File: src/rtl/riscv_fetch_buffer.sv
// Instruction-fetch front end: PC generation, icache request issue and a DEPTH-entry prefetch FIFO.
// Optional JAL predecode in fetch is enabled by defining FETCH_JAL_PREDECODE_EN.
module riscv_fetch_buffer #(
    parameter int unsigned        DWIDTH   = 32,
    parameter int unsigned        DEPTH    = 4,
    parameter logic [DWIDTH-1:0]  PC_RESET = DWIDTH'(32'h0000_2000)
) (
    input  logic                         clk,
    input  logic                         reset,
    input  logic                         stall,
    output logic [DWIDTH-1:0]            icache_addr,
    output logic                         icache_re,
    input  logic [DWIDTH-1:0]            icache_dout,
    input  logic                         redirect_valid,
    input  logic [DWIDTH-1:0]            redirect_pc,
    output logic                         id_valid,
    output logic [DWIDTH-1:0]            id_instr,
    output logic [DWIDTH-1:0]            id_pc,
    output logic                         id_pred_taken,
    input  logic                         id_ready,
    output logic [$clog2(DEPTH+1)-1:0]   occupancy
);

    localparam int unsigned       AW  = $clog2(DEPTH);
    localparam int unsigned       CW  = $clog2(DEPTH+1);
    localparam logic [DWIDTH-1:0] NOP = DWIDTH'(32'h0000_0013);

    logic [DWIDTH-1:0] fetch_pc_q, fetch_pc_d;
    logic [DWIDTH-1:0] inflight_pc_q, inflight_pc_d;
    logic              inflight_q, inflight_d;
    logic [AW-1:0]     rd_ptr_q, rd_ptr_d;
    logic [AW-1:0]     wr_ptr_q, wr_ptr_d;
    logic [CW-1:0]     count_q, count_d;
    logic [DWIDTH-1:0] instr_mem_q [DEPTH];
    logic [DWIDTH-1:0] pc_mem_q    [DEPTH];

    logic              pop;
    logic              redir;
    logic              push;
    logic              issue;
    logic              jal_hit;
    logic [CW:0]       level;

    assign redir = redirect_valid & ~stall;
    assign pop   = (count_q != '0) & id_ready & ~stall;
    assign push  = inflight_q & ~stall & ~redir;

`ifdef FETCH_JAL_PREDECODE_EN
    logic              pred_mem_q [DEPTH];
    logic [DWIDTH-1:0] jal_imm;

    assign jal_hit = push & (icache_dout[6:0] == 7'b1101111);
    assign jal_imm = {{(DWIDTH-21){icache_dout[31]}}, icache_dout[31], icache_dout[19:12],
                      icache_dout[20], icache_dout[30:21], 1'b0};
`else
    assign jal_hit = 1'b0;
`endif

    // Slots already committed: held entries plus the response landing now, less the entry leaving now.
    assign level     = {1'b0, count_q} + (CW+1)'(inflight_q) - (CW+1)'(pop);
    assign issue     = ~stall & ~redirect_valid & ~jal_hit & (level < (CW+1)'(DEPTH));
    assign icache_re = issue;

    assign icache_addr = fetch_pc_q;
    assign occupancy   = count_q;

    always_comb begin
        id_valid      = (count_q != '0);
        id_instr      = NOP;
        id_pc         = '0;
        id_pred_taken = 1'b0;
        if (id_valid) begin
            id_instr = instr_mem_q[rd_ptr_q];
            id_pc    = pc_mem_q[rd_ptr_q];
`ifdef FETCH_JAL_PREDECODE_EN
            id_pred_taken = pred_mem_q[rd_ptr_q];
`endif
        end
    end

    always_comb begin
        fetch_pc_d    = fetch_pc_q;
        inflight_pc_d = inflight_pc_q;
        inflight_d    = inflight_q;
        rd_ptr_d      = rd_ptr_q;
        wr_ptr_d      = wr_ptr_q;
        count_d       = count_q;
        if (redir) begin
            fetch_pc_d = redirect_pc & ~DWIDTH'(3);
            inflight_d = 1'b0;
            rd_ptr_d   = '0;
            wr_ptr_d   = '0;
            count_d    = '0;
        end else begin
            if (push) wr_ptr_d = wr_ptr_q + AW'(1);
            if (pop)  rd_ptr_d = rd_ptr_q + AW'(1);
            count_d    = count_q + CW'(push) - CW'(pop);
            inflight_d = issue | (inflight_q & ~push);
            if (issue) begin
                inflight_pc_d = fetch_pc_q;
                fetch_pc_d    = fetch_pc_q + DWIDTH'(4);
            end
`ifdef FETCH_JAL_PREDECODE_EN
            if (jal_hit) fetch_pc_d = inflight_pc_q + jal_imm;
`endif
        end
    end

    always_ff @(posedge clk or posedge reset) begin
        if (reset) begin
            fetch_pc_q    <= PC_RESET;
            inflight_pc_q <= '0;
            inflight_q    <= 1'b0;
            rd_ptr_q      <= '0;
            wr_ptr_q      <= '0;
            count_q       <= '0;
        end else begin
            fetch_pc_q    <= fetch_pc_d;
            inflight_pc_q <= inflight_pc_d;
            inflight_q    <= inflight_d;
            rd_ptr_q      <= rd_ptr_d;
            wr_ptr_q      <= wr_ptr_d;
            count_q       <= count_d;
        end
    end

    always_ff @(posedge clk or posedge reset) begin
        if (reset) begin
            for (int unsigned i = 0; i < DEPTH; i++) begin
                instr_mem_q[i] <= '0;
                pc_mem_q[i]    <= '0;
`ifdef FETCH_JAL_PREDECODE_EN
                pred_mem_q[i]  <= 1'b0;
`endif
            end
        end else if (push) begin
            instr_mem_q[wr_ptr_q] <= icache_dout;
            pc_mem_q[wr_ptr_q]    <= inflight_pc_q;
`ifdef FETCH_JAL_PREDECODE_EN
            pred_mem_q[wr_ptr_q]  <= jal_hit;
`endif
        end
    end

endmodule

File: config.mk
export PLATFORM = sky130hd
export DESIGN_NAME = riscv_fetch_buffer
export DESIGN_NICKNAME = d
export VERILOG_FILES = /design/src/rtl/riscv_fetch_buffer.sv
export SDC_FILE = /design/constraint.sdc
export NUM_CORES = 1
export LEC_CHECK = 0
export BUFFER_PORTS_ARGS = -buffer_cell sky130_fd_sc_hd__buf_2
export CAP_MARGIN = 20
export CORE_MARGIN = 3
export CORE_UTILIZATION = 55
export CTS_CLUSTER_SIZE = 40
export DETAILED_ROUTE_END_ITERATION = 8
export PLACE_DENSITY_LB_ADDON = 0.08
export SYNTH_ARGS = -nofsm -noshare
export SYNTH_HDL_FRONTEND = slang
export SYNTH_SLANG_ARGS = --single-unit
File: constraint.sdc
create_clock -name clk -period 16.3 [get_ports clk]
set_input_delay 4.89 -clock clk [delete_from_list [all_inputs] [get_ports clk]]
set_output_delay 4.89 -clock clk [all_outputs]
set_load 0.02 [all_outputs]
Word level (Yosys, flattened, before mapping)
Index checks and enable logic that the tools add are counted. W data, S select, Z words.

Register bits after elaboration: 328. Bits in latches: 0. Bits in writable memories: 0. Bits in read-only memories: 0. Bits of input ports: 69. Logic and storage cells: 66. Memories: 0.

$add $sub $neg: 7. $mul: 0. Divide/modulo/power cells: 0. Order comparisons: 4. Eq/ne operators: 0. Shifts and indexed selects: 0. Multiplexer cells: 20. Bitwise gates (word level): 15. Reductions and logical operators: 6.

Operator list (number): $mux W32 (9); $bwmux W128 (2); $bmux W32 S2 (2); $demux W32 S2 (1); $add A32 B3 Y32 const B (1); $and A1 B1 Y1 (8); $mux W2 (4); $ge A3 B3 Y1 const B (2); $not A2 Y3 (2); $reduce_bool A2 Y1 (3); $add A2 B1 Y2 const B (2); $add A3 B1 Y4 (1); $lt A4 B3 Y1 const B (1); $not A1 Y1 (4); $sub A4 B1 Y4 (1); $add A3 B1 Y3 (1); $lt A3 B1 Y1 const B (1); $mux W3 (1); $reduce_bool A3 Y1 (1); $sub A3 B1 Y3 (1); $reduce_and A2 Y1 (1); $logic_and A1 B1 Y1 (1); $mux W1 (1); $or A1 B1 Y1 (1).

Depth between registers and ports, before layout
Depth after elaboration: 8. Mapped depth: 13. Gate-level depth less buffers: 11.

Worst setup path after synthesis
No wires, ideal clock.

Path kind: input port to output port. From: input port stall. To: output port icache_re. Arrival time: 6.733 ns. Slack: 4.677 ns. Stages on the path: 9. Cells stage by stage: buf_2 > or3_1 > ha_1 > nand2_1 > o21ba_1 > o311ai_1 > nand2_1 > inv_2 > buf_2.

Longest elaborated chain between the ends: 5. Elaborated cells between the ends (all ways): 6. Those cells by class: add/sub: 1; order compare: 1; bitwise: 4.

Ends and longest elaborated chain: from (decl) (line 10) `input logic stall,`; $not A1 Y1 (*) (line 45, 61); $and A1 B1 Y1 (line 45) `assign pop = (count_q != '0) & id_ready & ~stall;`; $sub A4 B1 Y4 (line 60) `assign level = {1'b0, count_q} + (CW+1)'(inflight_q) - (CW+1)'(pop);`; $lt A4 B3 Y1 (line 61) `assign issue = ~stall & ~redirect_valid & ~jal_hit & (level < (CW+1)'(DEPTH));`; $and A1 B1 Y1 (*) (line 61); to (decl) (line 12) `output logic icache_re,`.

Mark *: on every way between the ends. The rest lies on a longest branch, timed or not.

Final worst setup path
Same ends and word-level chain as after synthesis.

==> results.py <==
metrics = {
    "sta": {
        "worst_slack_ns": 3.79,
        "finalMaxSlewViolations": 0,
        "rsz0062_at_grt": "no",
        "min_period_over_period_pct": 76.8,
        "setup_total_negative_slack_ns": 0,
        "relSlewSlack_pct": 25.0,
        "setup_violations": 0,
        "timing_worst_slew_pin_value_ns": 1.12,
        "final.min_clock_period_ns": 12.51,
        "final_hold_viol_count": 0,
        "fmaxAchievable_mhz": 79.9,
        "skew_ns": 0.00679,
    },
    "clock_network": {
        "clk_pin_slew_ns": 0.05,
        "cts_inserted_buffers": 35,
        "clock_path_buffers": 3,
        "clock_insertion_delay_worst_skew_ns": 0.50,
        "htreeDepth": 2,
        "cts_tree": "built",
        "cts-root-buf": "sky130_fd_sc_hd__clkbuf_16",
        "post_cts.resized_instances": 0,
        "cts_hold_buf": 0,
        "postCtsSetupRepairBufs": 0,
        "clock-sinks": 316,
    },
    "layout": {
        "fraction_of_final_layout_cells_with_drive_strength_greater_than_1_pct": 47.0,
        "most_common_cell_after_layout_fill_and_taps_aside": "sky130_fd_sc_hd__dfrtp_1",
        "finish.utilization_pct": 65.7,
        "nNetsFinal": 1242,
        "synthToLayoutAreaGrowth_pct": 15.5,
        "mostFrequentLayoutCells": "sky130_fd_sc_hd__dfrtp_1 (313), sky130_fd_sc_hd__mux2_2 (250), sky130_fd_sc_hd__buf_2 (163)",
    },
    "routing": {
        "detail_route.first_pass.iterations": 5,
        "met3WireLength_um": 1620,
        "remaining_drc_errors": 0,
        "met1Wirelength_um": 14500,
        "final_antenna_net_count": 0,
        "routed_vias": 9033,
        "dr.first_iter.drc_count": 461,
        "detail_route.vias_per_cell": 5.94,
        "wl_met2_um": 15300,
        "dr.max_layer_used": "met5",
        "wirelength_um": 31900,
        "routedWlPerCell_um": 21.0,
    },
    "synthesis": {
        "synth_edf_count": 0,
        "seq_area_frac_synth_pct": 54.3,
        "register_bit_count_reported_by_yosys": 316,
        "netlist-cell-type-count": 48,
        "synth_async_sr_flop_share_pct": 100,
        "synthesis.instances": 1029,
        "netlist_area_um2": 14600,
        "syn_avg_cell_area_um2": 14.2,
        "yosys_most_used_dff": "sky130_fd_sc_hd__dfrtp_1",
        "synth.yosys.warnings": 0,
    },
    "global_route": {
        "first_pass_grt_wire_length_um": 51300,
        "grt_overflow_total": 0,
        "antenna_found_initial": 4,
        "groute.usage.overall_pct": 22.7,
        "vias_in_the_first_global_route": 9234,
        "maximum_number_of_pins_on_one_net_before_global_route_repair": 111,
    },
    "setup_path": {
        "worstSetupPathType": "primary input to primary output",
        "timing.reg2reg.setup_slack_ns": 12.82,
        "end_kind": "primary output",
        "critPathLaunchType": "primary input",
        "crit_path_max_fanout": 30,
        "worstRegToRegCells": 11,
        "worst_path_required_ns": 11.41,
        "timing.rr.end": "inflight_pc_q[4]",
        "worstPathArrival_ns": 7.62,
        "timing.rr.start": "occupancy[1]",
    },
    "min_path": {
        "holdCritPathClass": "flop to flop",
        "hold_path.startpoint": "instr_mem_q[49]",
        "worstHoldEndpoint": "instr_mem_q[49]",
        "holdPathStages": 1,
    },
    "floorplan": {
        "io-pin-count": 171,
        "floorplan.initialDensity_pct": 56.8,
        "num_rows": 58,
        "die_height_um": 169,
        "fp.dieArea_um2": 28500,
        "chipWidth_um": 169,
        "core_area_um2": 25600,
    },
    "outcome": {
        "run_status": "finished, final reports clean",
    },
    "power": {
        "power_per_cell_area_nw_per_um2": 185,
        "power.ir.vdd_worst_uv": 157,
        "power.static_leakage_nw": 7.79,
    },
    "place": {
        "dpl.hpwl_um": 18800,
        "gp_congestion": 0.778,
        "numPortBuffers": 163,
        "dp_worst_setup_slack_ns": 3.75,
    },
    "run": {
        "drv.max_cap_violation_count": 0,
    },
}
[registers in the layout, indices dropped and copies added, names as in the netlist]
name           cells
pc_mem_q         120
icache_addr       30
instr_mem_q      128
inflight_q         1
wr_ptr_q           2
inflight_pc_q     30
rd_ptr_q           2
occupancy          3
[cell usage after synthesis (2+ instances only)]
cell | count | area [um^2]
sky130_fd_sc_hd__or4_1 | 15 | 113
sky130_fd_sc_hd__buf_1 | 13 | 48.8
sky130_fd_sc_hd__o311ai_1 | 6 | 52.6
sky130_fd_sc_hd__nor3_1 | 3 | 15.0
sky130_fd_sc_hd__and4_1 | 3 | 26.3
sky130_fd_sc_hd__xnor2_1 | 2 | 17.5
sky130_fd_sc_hd__nand2b_1 | 2 | 12.5
sky130_fd_sc_hd__buf_4 | 5 | 37.5
sky130_fd_sc_hd__clkbuf_1 | 45 | 169
sky130_fd_sc_hd__or2_2 | 4 | 25.0
sky130_fd_sc_hd__o31ai_1 | 11 | 82.6
sky130_fd_sc_hd__and2_1 | 60 | 375
sky130_fd_sc_hd__buf_2 | 12 | 60.1
sky130_fd_sc_hd__o21ai_0 | 15 | 75.1
sky130_fd_sc_hd__nor2_1 | 32 | 120
sky130_fd_sc_hd__dfrtp_1 | 315 | 7880
sky130_fd_sc_hd__mux4_2 | 62 | 1400
sky130_fd_sc_hd__nand3_1 | 23 | 115
sky130_fd_sc_hd__nand2_1 | 26 | 97.6
sky130_fd_sc_hd__a31oi_1 | 23 | 144
sky130_fd_sc_hd__nor4_1 | 2 | 12.5
sky130_fd_sc_hd__mux2_1 | 27 | 304
sky130_fd_sc_hd__inv_1 | 9 | 33.8
sky130_fd_sc_hd__or3_1 | 13 | 81.3
sky130_fd_sc_hd__a21oi_1 | 2 | 10.0
sky130_fd_sc_hd__mux2_2 | 250 | 2820
sky130_fd_sc_hd__nand4_1 | 8 | 50.1
sky130_fd_sc_hd__ha_1 | 8 | 100
sky130_fd_sc_hd__o21ai_1 | 5 | 25.0
sky130_fd_sc_hd__and3_1 | 10 | 62.6
[worst max-delay path by stage]
| stage | startpoint | endpoint | slack [ns] | cells past startpoint |
|---|---|---|---|---|
| after detailed placement | stall | icache_re | 3.75 | 9 |
| after global routing | stall | icache_re | 3.60 | 9 |
| after floorplan | reset | icache_addr[10] | 2.67 | 1 |
| final | stall | icache_re | 3.79 | 9 |
| after CTS | stall | icache_re | 3.74 | 9 |
| after global placement | stall | icache_re | 3.79 | 9 |
[metrics by stage]
step	area [um^2]	hold slack (ns)	total power (W)	instances
after floorplan	14600	0.475	0.00199	1033
after global placement	15600	0.484	0.00226	1457
after detailed placement	15600	0.490	0.00229	1457
after CTS	16800	0.503	0.00314	1519
after global routing	16800	0.508	0.00329	1519
final	16800	0.499	0.00311	1520
[routing by layer]
layer  GRT usage, %  up-vias
met2           36.9      209
met4           4.91        8
met5              0        -
met3           3.97       45
li1               -     4077
met1           32.5     4694
[worst max-delay path, stage by stage]
cell,delay (ns)
sky130_fd_sc_hd__buf_2,0.20
sky130_fd_sc_hd__or3_1,0.40
sky130_fd_sc_hd__ha_1,0.28
sky130_fd_sc_hd__nand2_1,0.07
sky130_fd_sc_hd__o21ba_1,0.20
sky130_fd_sc_hd__o311ai_1,0.47
sky130_fd_sc_hd__nand2_1,0.19
sky130_fd_sc_hd__inv_2,0.61
sky130_fd_sc_hd__buf_2,0.30
[logic make-up (layout without fill, tap and decap cells)]
kind of cell             count (synthesis)  after routing  share of synthesized area [%]
AO/OA/AOI/OAI                           70             70                           3.24
XOR/XNOR                                 3              3                          0.180
adder cells (fa/ha/maj)                  9              9                          0.825
buffers and inverters                   86            242                           2.50
flip-flops                             316            316                           54.3
multiplexers                           339            339                           31.0
other                                    1              6                         0.0258
AND/OR/NAND/NOR                        205            205                           7.91
[report_power, final]
| group | switching [W] | total [W] | leakage [nW] | internal (W) |
|---|---|---|---|---|
| combinational | 0.000490 | 0.00100 | 3.05 | 0.000511 |
| clock | 0.000306 | 0.000839 | 0.620 | 0.000533 |
| sequential | 0.000196 | 0.00127 | 4.13 | 0.00107 |
[cell type report]
type,instances,area [um^2]
Timing Repair Buffer,170,868
Clock buffer,50,1060
Tap cell,330,413
Fill cell,1980,8790
Antenna cell,1,2.50
Clock inverter,12,188
Multi-Input combinational cell,631,6330
Sequential cell,316,7920
Inverter,10,45.0
No activity file was read; power rests on OpenSTA's default activity.
